[config.mk]
export PLATFORM = sky130hd
export DESIGN_NAME = ex_stage
export DESIGN_NICKNAME = d
export VERILOG_FILES = /design/src/rtl/ex_stage_pkg.sv /design/src/rtl/ex_stage_div.sv /design/src/rtl/ex_stage.sv
export SDC_FILE = /design/constraint.sdc
export NUM_CORES = 1
export LEC_CHECK = 0
export BUFFER_PORTS_ARGS = -buffer_cell sky130_fd_sc_hd__buf_2
export CAP_MARGIN = 20
export CORE_UTILIZATION = 47
export DETAILED_ROUTE_END_ITERATION = 6
export MAX_ROUTING_LAYER = met4
export PLACE_DENSITY = 0.7
export SLEW_MARGIN = 20
export SYNTH_ARGS = -nofsm -noshare
export SYNTH_HDL_FRONTEND = slang
export SYNTH_SLANG_ARGS = --single-unit
[constraint.sdc]
create_clock -name vclk -period 6.8
set_clock_uncertainty 0.1 [all_clocks]
set_input_delay 1.36 -clock vclk [all_inputs]
set_output_delay 1.36 -clock vclk [all_outputs]
set_load 0.05 [all_outputs]
[src/rtl/ex_stage_pkg.sv]
// Shared opcode/result-class encodings, divider width and divider FSM states
// for the execute stage.
package ex_stage_pkg;

  localparam int unsigned DIV_W = 32;

  localparam logic [7:0] EXE_NOP_OP  = 8'b0000_0000;
  localparam logic [7:0] EXE_AND_OP  = 8'b0010_0100;
  localparam logic [7:0] EXE_OR_OP   = 8'b0010_0101;
  localparam logic [7:0] EXE_XOR_OP  = 8'b0010_0110;
  localparam logic [7:0] EXE_NOR_OP  = 8'b0010_0111;
  localparam logic [7:0] EXE_SLL_OP  = 8'b0111_1100;
  localparam logic [7:0] EXE_SRL_OP  = 8'b0000_0010;
  localparam logic [7:0] EXE_SRA_OP  = 8'b0000_0011;
  localparam logic [7:0] EXE_SLT_OP  = 8'b0010_1010;
  localparam logic [7:0] EXE_SLTU_OP = 8'b0010_1011;
  localparam logic [7:0] EXE_ADDU_OP = 8'b0010_0001;
  localparam logic [7:0] EXE_SUBU_OP = 8'b0010_0011;
  localparam logic [7:0] EXE_DIV_OP  = 8'b0001_1010;
  localparam logic [7:0] EXE_DIVU_OP = 8'b0001_1011;

  localparam logic [2:0] RES_NOP   = 3'b000;
  localparam logic [2:0] RES_LOGIC = 3'b001;
  localparam logic [2:0] RES_SHIFT = 3'b010;
  localparam logic [2:0] RES_MOVE  = 3'b011;
  localparam logic [2:0] RES_ARITH = 3'b100;

  typedef enum logic [1:0] {
    DIV_FREE    = 2'b00,
    DIV_BY_ZERO = 2'b01,
    DIV_ON      = 2'b10,
    DIV_END     = 2'b11
  } div_state_e;

  function automatic logic [DIV_W-1:0] magnitude(input logic [DIV_W-1:0] v,
                                                 input logic is_signed);
    return (is_signed && v[DIV_W-1]) ? ((~v) + DIV_W'(1)) : v;
  endfunction

endpackage

[src/rtl/ex_stage_div.sv]
// Multi-cycle restoring radix-2 divider (module ex_div): one quotient bit per
// cycle, signed operands handled as magnitudes with sign fix-up on output.
module ex_div
  import ex_stage_pkg::*;
(
  input  logic               clk,
  input  logic               rst,
  input  logic               start_i,
  input  logic               signed_div_i,
  input  logic [DIV_W-1:0]   opdata1_i,
  input  logic [DIV_W-1:0]   opdata2_i,
  input  logic               annul_i,
  output logic [2*DIV_W-1:0] result_o,
  output logic               ready_o
);

  div_state_e       state_q, state_d;
  logic [5:0]       cnt_q, cnt_d;
  logic [DIV_W-1:0] rem_q, rem_d, quo_q, quo_d, dvs_q, dvs_d;
  logic             negq_q, negq_d, negr_q, negr_d;
  logic [DIV_W:0]   partial, diff;

  always_ff @(posedge clk) begin
    if (rst) begin
      state_q <= DIV_FREE;
      cnt_q   <= '0;
      rem_q   <= '0;
      quo_q   <= '0;
      dvs_q   <= '0;
      negq_q  <= 1'b0;
      negr_q  <= 1'b0;
    end else begin
      state_q <= state_d;
      cnt_q   <= cnt_d;
      rem_q   <= rem_d;
      quo_q   <= quo_d;
      dvs_q   <= dvs_d;
      negq_q  <= negq_d;
      negr_q  <= negr_d;
    end
  end

  always_comb begin
    state_d = state_q;
    cnt_d   = cnt_q;
    rem_d   = rem_q;
    quo_d   = quo_q;
    dvs_d   = dvs_q;
    negq_d  = negq_q;
    negr_d  = negr_q;
    // quo_q doubles as the dividend shift register: its MSB feeds the remainder
    partial = {rem_q, quo_q[DIV_W-1]};
    diff    = partial - {1'b0, dvs_q};
    unique case (state_q)
      DIV_FREE: begin
        if (start_i) begin
          negq_d  = signed_div_i && (opdata1_i[DIV_W-1] ^ opdata2_i[DIV_W-1]);
          negr_d  = signed_div_i && opdata1_i[DIV_W-1];
          quo_d   = magnitude(opdata1_i, signed_div_i);
          dvs_d   = magnitude(opdata2_i, signed_div_i);
          rem_d   = '0;
          cnt_d   = '0;
          state_d = (opdata2_i == '0) ? DIV_BY_ZERO : DIV_ON;
        end
      end
      DIV_BY_ZERO: begin
        quo_d   = '0;
        rem_d   = '0;
        negq_d  = 1'b0;
        negr_d  = 1'b0;
        state_d = DIV_END;
      end
      DIV_ON: begin
        rem_d = diff[DIV_W] ? partial[DIV_W-1:0] : diff[DIV_W-1:0];
        quo_d = {quo_q[DIV_W-2:0], ~diff[DIV_W]};
        cnt_d = cnt_q + 6'd1;
        if (cnt_q == 6'(DIV_W - 1)) state_d = DIV_END;
      end
      DIV_END: state_d = DIV_FREE;
      default: state_d = DIV_FREE;
    endcase
    if (annul_i) state_d = DIV_FREE;
  end

  assign ready_o  = (state_q == DIV_END) && !annul_i;
  assign result_o = ready_o ? {(negr_q ? ((~rem_q) + DIV_W'(1)) : rem_q),
                               (negq_q ? ((~quo_q) + DIV_W'(1)) : quo_q)}
                            : '0;

endmodule

[src/rtl/ex_stage.sv]
// Execute stage: single-cycle logic/shift/arith ALU plus optional multi-cycle
// DIV/DIVU unit, present only when EX_DIV_EN is defined.
module ex_stage
  import ex_stage_pkg::*;
(
  input  logic        clk,
  input  logic        rst,
  input  logic [7:0]  aluop_i,
  input  logic [2:0]  alusel_i,
  input  logic [31:0] reg1_i,
  input  logic [31:0] reg2_i,
  input  logic [4:0]  wd_i,
  input  logic        wreg_i,
  input  logic        annul_i,
  output logic [4:0]  wd_o,
  output logic        wreg_o,
  output logic [31:0] wdata_o,
  output logic        whilo_o,
  output logic [31:0] hi_o,
  output logic [31:0] lo_o,
  output logic        stallreq_o
);

  logic [31:0] logic_res, shift_res, arith_res, alu_res;

  always_comb begin
    logic_res = '0;
    shift_res = '0;
    arith_res = '0;
    unique case (aluop_i)
      EXE_OR_OP:   logic_res = reg1_i | reg2_i;
      EXE_AND_OP:  logic_res = reg1_i & reg2_i;
      EXE_XOR_OP:  logic_res = reg1_i ^ reg2_i;
      EXE_NOR_OP:  logic_res = ~(reg1_i | reg2_i);
      EXE_SLL_OP:  shift_res = reg2_i << reg1_i[4:0];
      EXE_SRL_OP:  shift_res = reg2_i >> reg1_i[4:0];
      EXE_SRA_OP:  shift_res = $unsigned($signed(reg2_i) >>> reg1_i[4:0]);
      EXE_ADDU_OP: arith_res = reg1_i + reg2_i;
      EXE_SUBU_OP: arith_res = reg1_i - reg2_i;
      EXE_SLT_OP:  arith_res = {31'b0, ($signed(reg1_i) < $signed(reg2_i))};
      EXE_SLTU_OP: arith_res = {31'b0, (reg1_i < reg2_i)};
      default:     ;
    endcase
  end

  always_comb begin
    alu_res = '0;
    unique case (alusel_i)
      RES_LOGIC: alu_res = logic_res;
      RES_SHIFT: alu_res = shift_res;
      RES_ARITH: alu_res = arith_res;
      default:   alu_res = '0;
    endcase
  end

  assign wd_o    = rst ? '0 : wd_i;
  assign wreg_o  = !rst && wreg_i;
  assign wdata_o = rst ? '0 : alu_res;

`ifdef EX_DIV_EN
  logic        is_div, div_ready;
  logic [63:0] div_result;

  assign is_div = (aluop_i == EXE_DIV_OP) || (aluop_i == EXE_DIVU_OP);

  ex_div u_div (
    .clk          (clk),
    .rst          (rst),
    .start_i      (is_div),
    .signed_div_i (aluop_i == EXE_DIV_OP),
    .opdata1_i    (reg1_i),
    .opdata2_i    (reg2_i),
    .annul_i      (annul_i),
    .result_o     (div_result),
    .ready_o      (div_ready)
  );

  assign stallreq_o = !rst && is_div && !div_ready && !annul_i;
  assign whilo_o    = !rst && is_div && div_ready;
  assign hi_o       = whilo_o ? div_result[63:32] : '0;
  assign lo_o       = whilo_o ? div_result[31:0]  : '0;
`else
  logic unused_nodiv;
  assign unused_nodiv = clk ^ annul_i;
  assign stallreq_o   = 1'b0;
  assign whilo_o      = 1'b0;
  assign hi_o         = '0;
  assign lo_o         = '0;
`endif

endmodule

### After elaboration in Yosys (flattened, before gate mapping)

Cells that the tools add are included.

* register bits after elaboration: 0
* bits of input ports: 84
* output and inout port bits: 104
* logic and storage cells: 33

* add/subtract/negate cells: 2
* order comparisons: 2
* equality and inequality tests: 14
* shifts and indexed selects: 3
* mux-type cells: 6
* bitwise gates (word level): 4
* reductions and logical operators: 2

Operators with widths (number)
* $pmux W32 S4: 2
* $pmux W32 S3: 2
* $eq A8 B6 Y1 const B: 8
* $lt A32 B32 Y1: 2
* $add A32 B32 Y32: 1
* $and A32 B32 Y32: 1
* $mux W32: 1
* $not A32 Y32: 1
* $or A32 B32 Y32: 1
* $shl A32 B5 Y32: 1
* $shr A32 B5 Y32: 1
* $sshr A32 B5 Y32: 1
* $sub A32 B32 Y32: 1
* $xor A32 B32 Y32: 1
* $eq A8 B2 Y1 const B: 2
* $eq A8 B7 Y1 const B: 1
* $mux W5: 1
* $eq A3 B1 Y1 const B: 1
* $eq A3 B2 Y1 const B: 1
* $eq A3 B3 Y1 const B: 1
* $logic_and A1 B1 Y1: 1
* $logic_not A1 Y1: 1

### Logic depth before layout (Yosys ltp)

Gate-level depths: netlist of run 1.

* depth after elaboration: 5
* mapped depth: 16

### Worst setup path after synthesis of run 1

No wires, ideal clock.

* path kind: input to output
* start point: input reg1_i[2]
* end point: output wdata_o[21]
* arrival time: 5186 ps
* data required time: 5340 ps
* slack: 154 ps
* cell stages on the path: 15
* buffers on the path: 3
* cells stage by stage: inv_2 buf_1 buf_1 ha_1 buf_6 and3_4 o21ai_2 a211oi_1 or4_4 and3b_1 o21ai_0 o211ai_1 xor2_1 nand3_1 a21oi_1

* cells in the longest elaborated chain, start to end: 4

RTL lines
* start, declared: RTL line ex_stage.sv:10 `input logic [31:0] reg1_i,`
* $sub A32 B32 Y32, or another cell as far along: RTL line ex_stage.sv:39 `EXE_SUBU_OP: arith_res = reg1_i - reg2_i;`
* $pmux W32 S4 / $pmux W32 S3 (equally long branches): RTL line ex_stage.sv:30 `unique case (aluop_i)`
* $pmux W32 S3 *: RTL line ex_stage.sv:48 `unique case (alusel_i)`
* $mux W32 *: RTL line ex_stage.sv:58 `assign wdata_o = rst ? '0 : alu_res;`
* end, declared: RTL line ex_stage.sv:17 `output logic [31:0] wdata_o,`

Mark *: on every way between the ends. The rest lies on a longest branch, timed or not.

### Worst setup path after layout of run 1

* start point: input reg1_i[0]
* end point: output wdata_o[0]

* cells in the longest elaborated chain, start to end: 5

RTL lines (RTL line)
* parallel branches: the longest is 3 deep, another holds $sub A32 B32 Y32
* $pmux W32 S3 *: ex_stage.sv:48
* $mux W32 *: ex_stage.sv:58

Mark *: on every way between the ends.

==> run summary, run 1 <==
crit path cell chain: buf_4 -> inv_1 -> ha_1 -> inv_1 -> fa_1 -> a21oi_1 -> o211ai_1 -> a2111oi_4 -> nor2_1 -> o21ai_1 -> nand2_1 -> a211o_1 -> a21o_1 -> a21oi_1 -> buf_2
WL/cell: 21.0 µm
failing checks: DRC
via count: 11020
Slew @ Worst Pin: 0.934 ns
core footprint: 20200 µm²
register area share after synthesis: 0%
gp weighted congestion: 1.01
DRC viols: 2
max cap viols: 0
gr ovfl total: 0
outcome: complete, but fails checks
final hold viol count: 0
count of pins over their slew limit: 0
register area: 0 µm²
final wirelength: 36900 µm
die area: 21200 µm²
number of core rows: 52
CLK BUF: 0
antenna violations before repair: 0
Hold Slack: 3.01 ns
peak supply drop: 0.0501 mV
Diodes inserted: 0
Avg Synthesized Cell Area: 6.68 µm²
synthesis-to-finish area growth: 4.73%
YS warnings: 0
Tightest Hold Check Type: primary input to output pin
Mapped Area: 9680 µm²
crit-path max FO: 5
setup_tns: 0 ns
Leak: 4.62 nW
Tcrit/Tclk final: 96.6%
commonest cells after routing, fill and taps aside: 167 x nor2_1, 145 x a21oi_1, 123 x o21ai_0
most common cell after layout, fill and taps aside: nor2_1
worst path bufs/invs: 4
top cell family by delay on the critical path: compound AO/OA/AOI/OAI gates
unrepaired setup endpoints after global routing: false
Slowest cell on crit path: a2111oi_4
first-pass GRT wire length: 56000 µm
Worst setup EP type: output pin
Chip Width: 145 µm
pwr dens: 81.8 nW/µm²
Final #Nets: 1672
DRT antenna net count: 0
CP Data Required Time: 5.34 ns
router iterations before antenna repair: 7
PostCTS Resize Cnt: 0
Critical Path AT: 5.11 ns
CP peak stage delay: 0.60 ns
I/O pins: 188
Slew headroom: 37.7%
fmax: 152 MHz
largest net degree at the start of global routing: 65
count of input and output buffers: 120
number of global-route vias before repair: 9706
Initial Utilization: 47.8%
HPWL Detailed: 29000 µm
WS Path Type: primary input to output pin
first-iteration detailed-routing DRC count: 1208
Synth cell types: 83
share of cells above drive strength 1: 14.7%
# Post-CTS Setup Buffers: 0
DIE HEIGHT: 145 µm
DR vias/cell: 6.28
number of fillers in the final layout: 2130
Tmin final: 6.57 ns
Tot GR Track Use: 34.4%
hold_buf cts: 0
Seq cells: 0
Worst setup SP type: primary input
Gate Count Post-Synth: 1448
final setup fails: 0
## logic make-up after synthesis
group / Yosys count / share of synthesized area [%]
mux: 137 / 18.4
compound gates: 465 / 30.8
fa+ha+maj: 101 / 13.2
xor+xnor: 34 / 3.08
other cells: 1 / 0.0388
buf+inv: 297 / 14.6
simple gates: 413 / 19.9
## through the flow
stage | area, µm² | power, W | util [%] | worst slack (ns) | std cells
final | 10100 | 0.000829 | 50.1 | 0.233 | 1755
after global routing | 10100 | 0.000890 | 50.1 | 0.102 | 1755
after CTS | 10100 | 0.000812 | 50.1 | 0.333 | 1755
after detailed placement | 10100 | 0.000807 | 50.1 | 0.363 | 1755
after global placement | 10100 | 0.000802 | 50.1 | 0.369 | 1755
after floorplan | 9920 | 0.000630 | - | 0.154 | 1513
## path summary, 6_finish.rpt
check,startpoint,end,slack [ns],cells past startpoint
max,reg1_i[0],wdata_o[0],0.23,15
min,rst,wd_o[0],3.01,3
## per-layer routing
layer	GRT usage, %	part of all wire [%]
met2	53.3	44
met3	2.01	8.6
met1	44.9	41
met5	-	0
met4	18.2	6.5
## cell type report
cell class                 instances  area [µm²]  area share (%)
inverter                         121         454            4.48
multi-input combinational       1216        8520            84.1
timing repair buffer             148         818            8.07
tap                              270         338            3.33
## power by group
group          internal [W]  total, W  switching [W]
clock                     0         0              0
combinational      0.000276  0.000829       0.000553
sequential                0         0              0
## cell usage after synthesis, drive strengths merged, types with 5 or more instances
cell	count	area share (%)
nand4	5	0.32
xnor2	24	2.2
o22ai	11	0.71
mux2	5	0.58
a31oi	12	0.84
a32oi	6	0.54
a211o	9	0.81
a21o	8	0.62
o21ai	126	6.6
a221oi	12	1.1
inv	120	4.7
o21a	7	0.54
nor3	25	1.3
nand3	24	1.2
or2	8	0.54
a22oi	7	0.54
or3	16	1.0
nor4	6	0.39
ha	99	13
o211ai	38	2.9
a21oi	145	7.5
o31ai	11	0.96
and3	8	0.57
buf	112	7.4
o221ai	5	0.45
a211oi	22	1.8
and2	6	0.39
nand2	93	3.6
clkbuf	64	2.5
nand2b	18	1.2
xor2	10	0.91
o21bai	6	0.47
mux4	32	7.4
nor2b	19	1.2
nor2	168	6.6
a2111oi	8	1.2
mux2i	100	10
Power figures use the tool's default switching activity.
==> inputs of run 2 (changes only) <==
--- a/config.mk
+++ b/config.mk
@@ -9,6 +9,7 @@
 export CAP_MARGIN = 20
 export CORE_UTILIZATION = 47
 export DETAILED_ROUTE_END_ITERATION = 6
+export GPL_TIMING_DRIVEN = 0
 export MAX_ROUTING_LAYER = met4
 export PLACE_DENSITY = 0.7
 export SLEW_MARGIN = 20
==> run 2 against run 1 <==
The flow now finishes without violations. Fmax shrank 2.1%. Non-clock buffer count rose by 147. Core utilization is 3.9 points higher. Global-route usage increased by 9.1 points. Sequential cell count unchanged. Critical path depth stayed put. Worst hold slack worse by 0.0055 ns. Final cell count rose by 8.4%. Critical path type unchanged.
==> run summary, run 2 (same netlist as run 1, synthesis figures left out) <==
DIE HEIGHT: 145 µm
gp weighted congestion: 1.10
crit path cell chain: clkbuf_4 -> clkinvlp_4 -> clkbuf_1 -> ha_1 -> and2_1 -> a211oi_2 -> nor4_1 -> o21a_1 -> o31ai_2 -> nor2_1 -> a311oi_2 -> xnor2_1 -> or3_1 -> a21oi_1 -> buf_4
number of global-route vias before repair: 11350
NetSw: 0.000623 W
Tmin final: 6.71 ns
sw frac: 66.6%
outcome: finished clean
Worst setup SP type: primary input
Chip Width: 145 µm
Critical Path AT: 5.25 ns
Tightest Hold Check Type: primary input to output pin
final wirelength: 46400 µm
max cap viols: 0
Worst setup EP type: output pin
hold_buf cts: 0
number of core rows: 52
Tot GR Track Use: 43.5%
CLK BUF: 0
largest net degree at the start of global routing: 29
WL/cell: 24.4 µm
WS Path Type: primary input to output pin
Int Pwr: 0.000312 W
final setup fails: 0
Final #Nets: 1819
DRC viols: 0
share of cells above drive strength 1: 17.8%
Core Util, Final: 54.0%
pwr dens: 85.5 nW/µm²
combinational power share: 100.0%
worst setup path startpoint: reg1_i[3]
first-iteration detailed-routing DRC count: 1540
Slew headroom: 27.8%
core footprint: 20200 µm²
router iterations before antenna repair: 6
first-pass GRT wire length: 68400 µm
antenna violations before repair: 1
Leak: 5.07 nW
number of fillers in the final layout: 2123
via count: 12308
I/O pins: 188
crit-path max FO: 13
CP Data Required Time: 5.34 ns
final hold viol count: 0
commonest cells after routing, fill and taps aside: 167 x nor2_1, 145 x a21oi_1, 136 x buf_2
die area: 21200 µm²
gr ovfl total: 0
DR vias/cell: 6.47
synthesis-to-finish area growth: 13.0%
Initial Utilization: 47.8%
count of pins over their slew limit: 0
DRT antenna net count: 0
Critical Path Sink: wdata_o[20]
most common cell after layout, fill and taps aside: nor2_1
register area: 0 µm²
fmax: 149 MHz
Hold Slack: 3.01 ns
Seq cells: 0
count of input and output buffers: 120
Slew @ Worst Pin: 1.08 ns
CP peak stage delay: 0.46 ns
Tcrit/Tclk final: 98.7%
HPWL Detailed: 38000 µm
Slowest cell on crit path: ha_1
Clk network pwr share: 0%
sequential share of power: 0%
peak supply drop: 0.0539 mV
[run 2: stage by stage]
| stage | power [W] | cells | setup TNS (ns) | area (µm²) | setup WS [ns] |
|---|---|---|---|---|---|
| final | 0.000935 | 1903 | 0 | 10900 | 0.0890 |
| after floorplan | 0.000630 | 1513 | 0 | 9920 | 0.154 |
| after CTS | 0.000898 | 1902 | 0 | 10900 | 0.00516 |
| after global placement | 0.000887 | 1903 | -10.65 | 10900 | -0.732 |
| after detailed placement | 0.000891 | 1903 | -9.70 | 10900 | -0.725 |
| after global routing | 0.000986 | 1903 | -0.00877 | 10900 | -0.00877 |
[run 2: metal layers]
| metal | routed length [µm] | global-route usage, % | vias to the layer above |
|---|---|---|---|
| met1 | 18500 | 55.5 | 5705 |
| li1 | - | - | 5458 |
| met3 | 5320 | 7.90 | 193 |
| met4 | 3240 | 24.7 | 0 |
| met2 | 19400 | 64.2 | 952 |
| met5 | 0 | - | - |
[run 2: layout make-up]
| type | count | area [µm²] | area share [%] |
|---|---|---|---|
| diodes | 1 | 2.50 | 0.0229 |
| plain buffers | 169 | 935 | 8.55 |
| inverters | 121 | 458 | 4.19 |
| multi-input cells | 1216 | 8540 | 78.1 |
| well taps | 270 | 338 | 3.09 |
| repair buffers | 126 | 658 | 6.02 |
[run 2: repair_timing]
item / in CTS / in global routing
pin swaps: 2 / 0
endpoints found under the setup margin: 24 / 14
gates resized for setup: 6 / 11
buffers inserted: 5 / 1
[run 2: how the worst min path moves through the flow]
stage	startpoint	end	slack, ns	depth (start not counted)
floorplan	rst	wd_o[0]	2.79	1
global placement	rst	wd_o[3]	3.01	3
detailed placement	rst	wd_o[3]	3.01	3
CTS	rst	wd_o[3]	3.01	3
global route	rst	wd_o[1]	3.03	3
finish	rst	wd_o[3]	3.01	3
[run 2: power by group through the flow]
| stage | Clock, W | Sequential (W) | Combinational, W |
|---|---|---|---|
| after floorplan | 0 | 0 | 0.000630 |
| after global placement | 0 | 0 | 0.000887 |
| after detailed placement | 0 | 0 | 0.000891 |
| after CTS | 0 | 0 | 0.000898 |
| after global routing | 0.0000000000326 | 0 | 0.000986 |
| final | 0.0000000000327 | 0 | 0.000935 |
[run 2: critical path, delay by kind of cell]
| family | cells | cell delay [ns] |
|---|---|---|
| AO/OA/AOI/OAI | 5 | 1.50 |
| AND/OR/NAND/NOR | 4 | 0.77 |
| buffers and inverters | 4 | 1.02 |
| adder cells (fa/ha/maj) | 1 | 0.46 |
| XOR/XNOR | 1 | 0.10 |
==> inputs of run 3 (changes only) <==
--- a/config.mk
+++ b/config.mk
@@ -12,6 +12,7 @@
 export GPL_TIMING_DRIVEN = 0
 export MAX_ROUTING_LAYER = met4
 export PLACE_DENSITY = 0.7
+export SETUP_SLACK_MARGIN = 0.5
 export SLEW_MARGIN = 20
 export SYNTH_ARGS = -nofsm -noshare
 export SYNTH_HDL_FRONTEND = slang
==> constraint.sdc (replaced) <==
create_clock -name vclk -period 6.4
set_clock_uncertainty 0.1 [all_clocks]
set_input_delay 1.28 -clock vclk [all_inputs]
set_output_delay 1.28 -clock vclk [all_outputs]
set_load 0.05 [all_outputs]
==> run 3 against run 2 <==
Sequential cell count is the same. Sequential share of layout area unchanged. Via count increased by 3.2%. Largest power group unchanged.
==> run summary, run 3 (same netlist as run 1, synthesis figures left out) <==
final wirelength: 48800 µm
share of cells above drive strength 1: 26.3%
Tmin final: 5.96 ns
Tightest Hold Check Type: primary input to output pin
Initial Utilization: 47.8%
CP Data Required Time: 5.02 ns
WS Path Type: primary input to output pin
first-pass GRT wire length: 69900 µm
WL/cell: 24.7 µm
synthesis-to-finish area growth: 26.9%
gr ovfl total: 0
Critical Path AT: 4.58 ns
Slowest cell on crit path: fa_2
DR vias/cell: 6.43
Slew @ Worst Pin: 1.18 ns
crit path cell chain: buf_8 -> buf_6 -> buf_12 -> clkbuf_16 -> clkinvlp_4 -> ha_4 -> inv_4 -> fa_2 -> a21oi_2 -> o211ai_1 -> buf_4 -> a2111oi_4 -> buf_6 -> buf_6 -> o31ai_4 -> a21oi_2 -> a311oi_2 -> xnor2_1 -> or3_4 -> a21oi_4 -> buf_6
multi-input logic area: 9040 µm²
pwr dens: 90.9 nW/µm²
crit-path max FO: 3
Final #Nets: 1891
Int Pwr: 0.000400 W
DRT antenna net count: 0
Clk network pwr share: 0%
fmax: 168 MHz
hold_buf cts: 0
number of fillers in the final layout: 1957
final setup fails: 0
largest net degree at the start of global routing: 11
combinational power share: 100.0%
via count: 12698
CP dominant cell by count: buf_6
Tcrit/Tclk final: 93.1%
Slew headroom: 21.0%
Hold Path Stages: 3
most common cell after layout, fill and taps aside: nor2_1
gp weighted congestion: 1.07
NetSw: 0.000716 W
HPWL Detailed: 38100 µm
fin cells: 1974
number of core rows: 52
DIE HEIGHT: 145 µm
Final Cell Area: 12300 µm²
DRC viols: 0
outcome: finished clean
die area: 21200 µm²
unrepaired setup endpoints after global routing: true
DP Cell Count: 1903
CP peak stage delay: 0.39 ns
count of pins over their slew limit: 0
number of global-route vias before repair: 11618
Seq cells: 0
antenna violations before repair: 0
peak supply drop: 0.0834 mV
router iterations before antenna repair: 6
setup slack after layout: 0.443 ns
Diodes inserted: 0
commonest cells after routing, fill and taps aside: 162 x nor2_1, 141 x buf_4, 127 x a21oi_1
Pwr Total: 0.00112 W
core footprint: 20200 µm²
Tot GR Track Use: 44.5%
Chip Width: 145 µm
Critical Path Sink: wdata_o[20]
worst setup path startpoint: reg1_i[0]
max cap viols: 0
Worst setup SP type: primary input
Worst setup EP type: output pin
I/O pins: 188
count of input and output buffers: 120
final hold viol count: 0
Leak: 5.58 nW
first-iteration detailed-routing DRC count: 1335
DP Area: 11000 µm²
CLK BUF: 0
Post-Place Setup Slack: -0.838 ns
Hold Slack: 2.86 ns
sw frac: 64.1%
sequential share of power: 0%
register area: 0 µm²
[run 3: how the worst min path moves through the flow]
stage,slack (ns),from,end
3_3_place_gp,2.86,wd_i[4],wd_o[4]
6_report,2.86,wd_i[1],wd_o[1]
5_1_grt,2.86,wd_i[1],wd_o[1]
2_1_floorplan,2.63,rst,wd_o[0]
4_1_cts,2.86,wd_i[1],wd_o[1]
3_5_place_dp,2.86,wd_i[1],wd_o[1]
[run 3: cell type report]
class | instances | share of cell area [%]
Buffer | 176 | 9.31
Inverter | 121 | 3.90
Multi-Input combinational cell | 1216 | 73.6
Tap cell | 270 | 2.75
Timing Repair Buffer | 191 | 10.4
[run 3: repair_timing]
action,in CTS,in global routing
hold endpoints to repair,0,0
setup endpoints to repair,31,25
pin swaps,24,38
buffers inserted,34,37
gates resized for setup,117,91
[run 3: power groups by stage]
stage	clock, W	combinational (W)	sequential [W]
finish	0	0.00112	0
floorplan	0	0.000674	0
global route	0	0.00116	0
global placement	0	0.000949	0
detailed placement	0	0.000952	0
CTS	0	0.00102	0
[run 3: per-layer routing]
layer / vias to the layer above / part of all wire (%) / track usage, %
met5: - / 0 / -
met4: 0 / 6.7 / 24.0
met3: 208 / 12 / 7.84
met2: 958 / 43 / 66.5
met1: 5949 / 39 / 56.8
li1: 5583 / - / -
[run 3: per-stage QoR]
step | setup TNS, ns | utilization (%)
global placement | -14.05 | 54.3
global route | 0 | 60.7
detailed placement | -13.91 | 54.3
finish | 0 | 60.7
CTS | 0 | 57.8
floorplan | 0 | -
[run 3: worst max-delay path: cells and delay by family]
kind | cells | cell delay, ns
AND/OR/NAND/NOR | 1 | 0.36
XOR/XNOR | 1 | 0.16
adder cells (fa/ha/maj) | 2 | 0.53
buffers and inverters | 10 | 1.24
AO/OA/AOI/OAI | 7 | 1.00
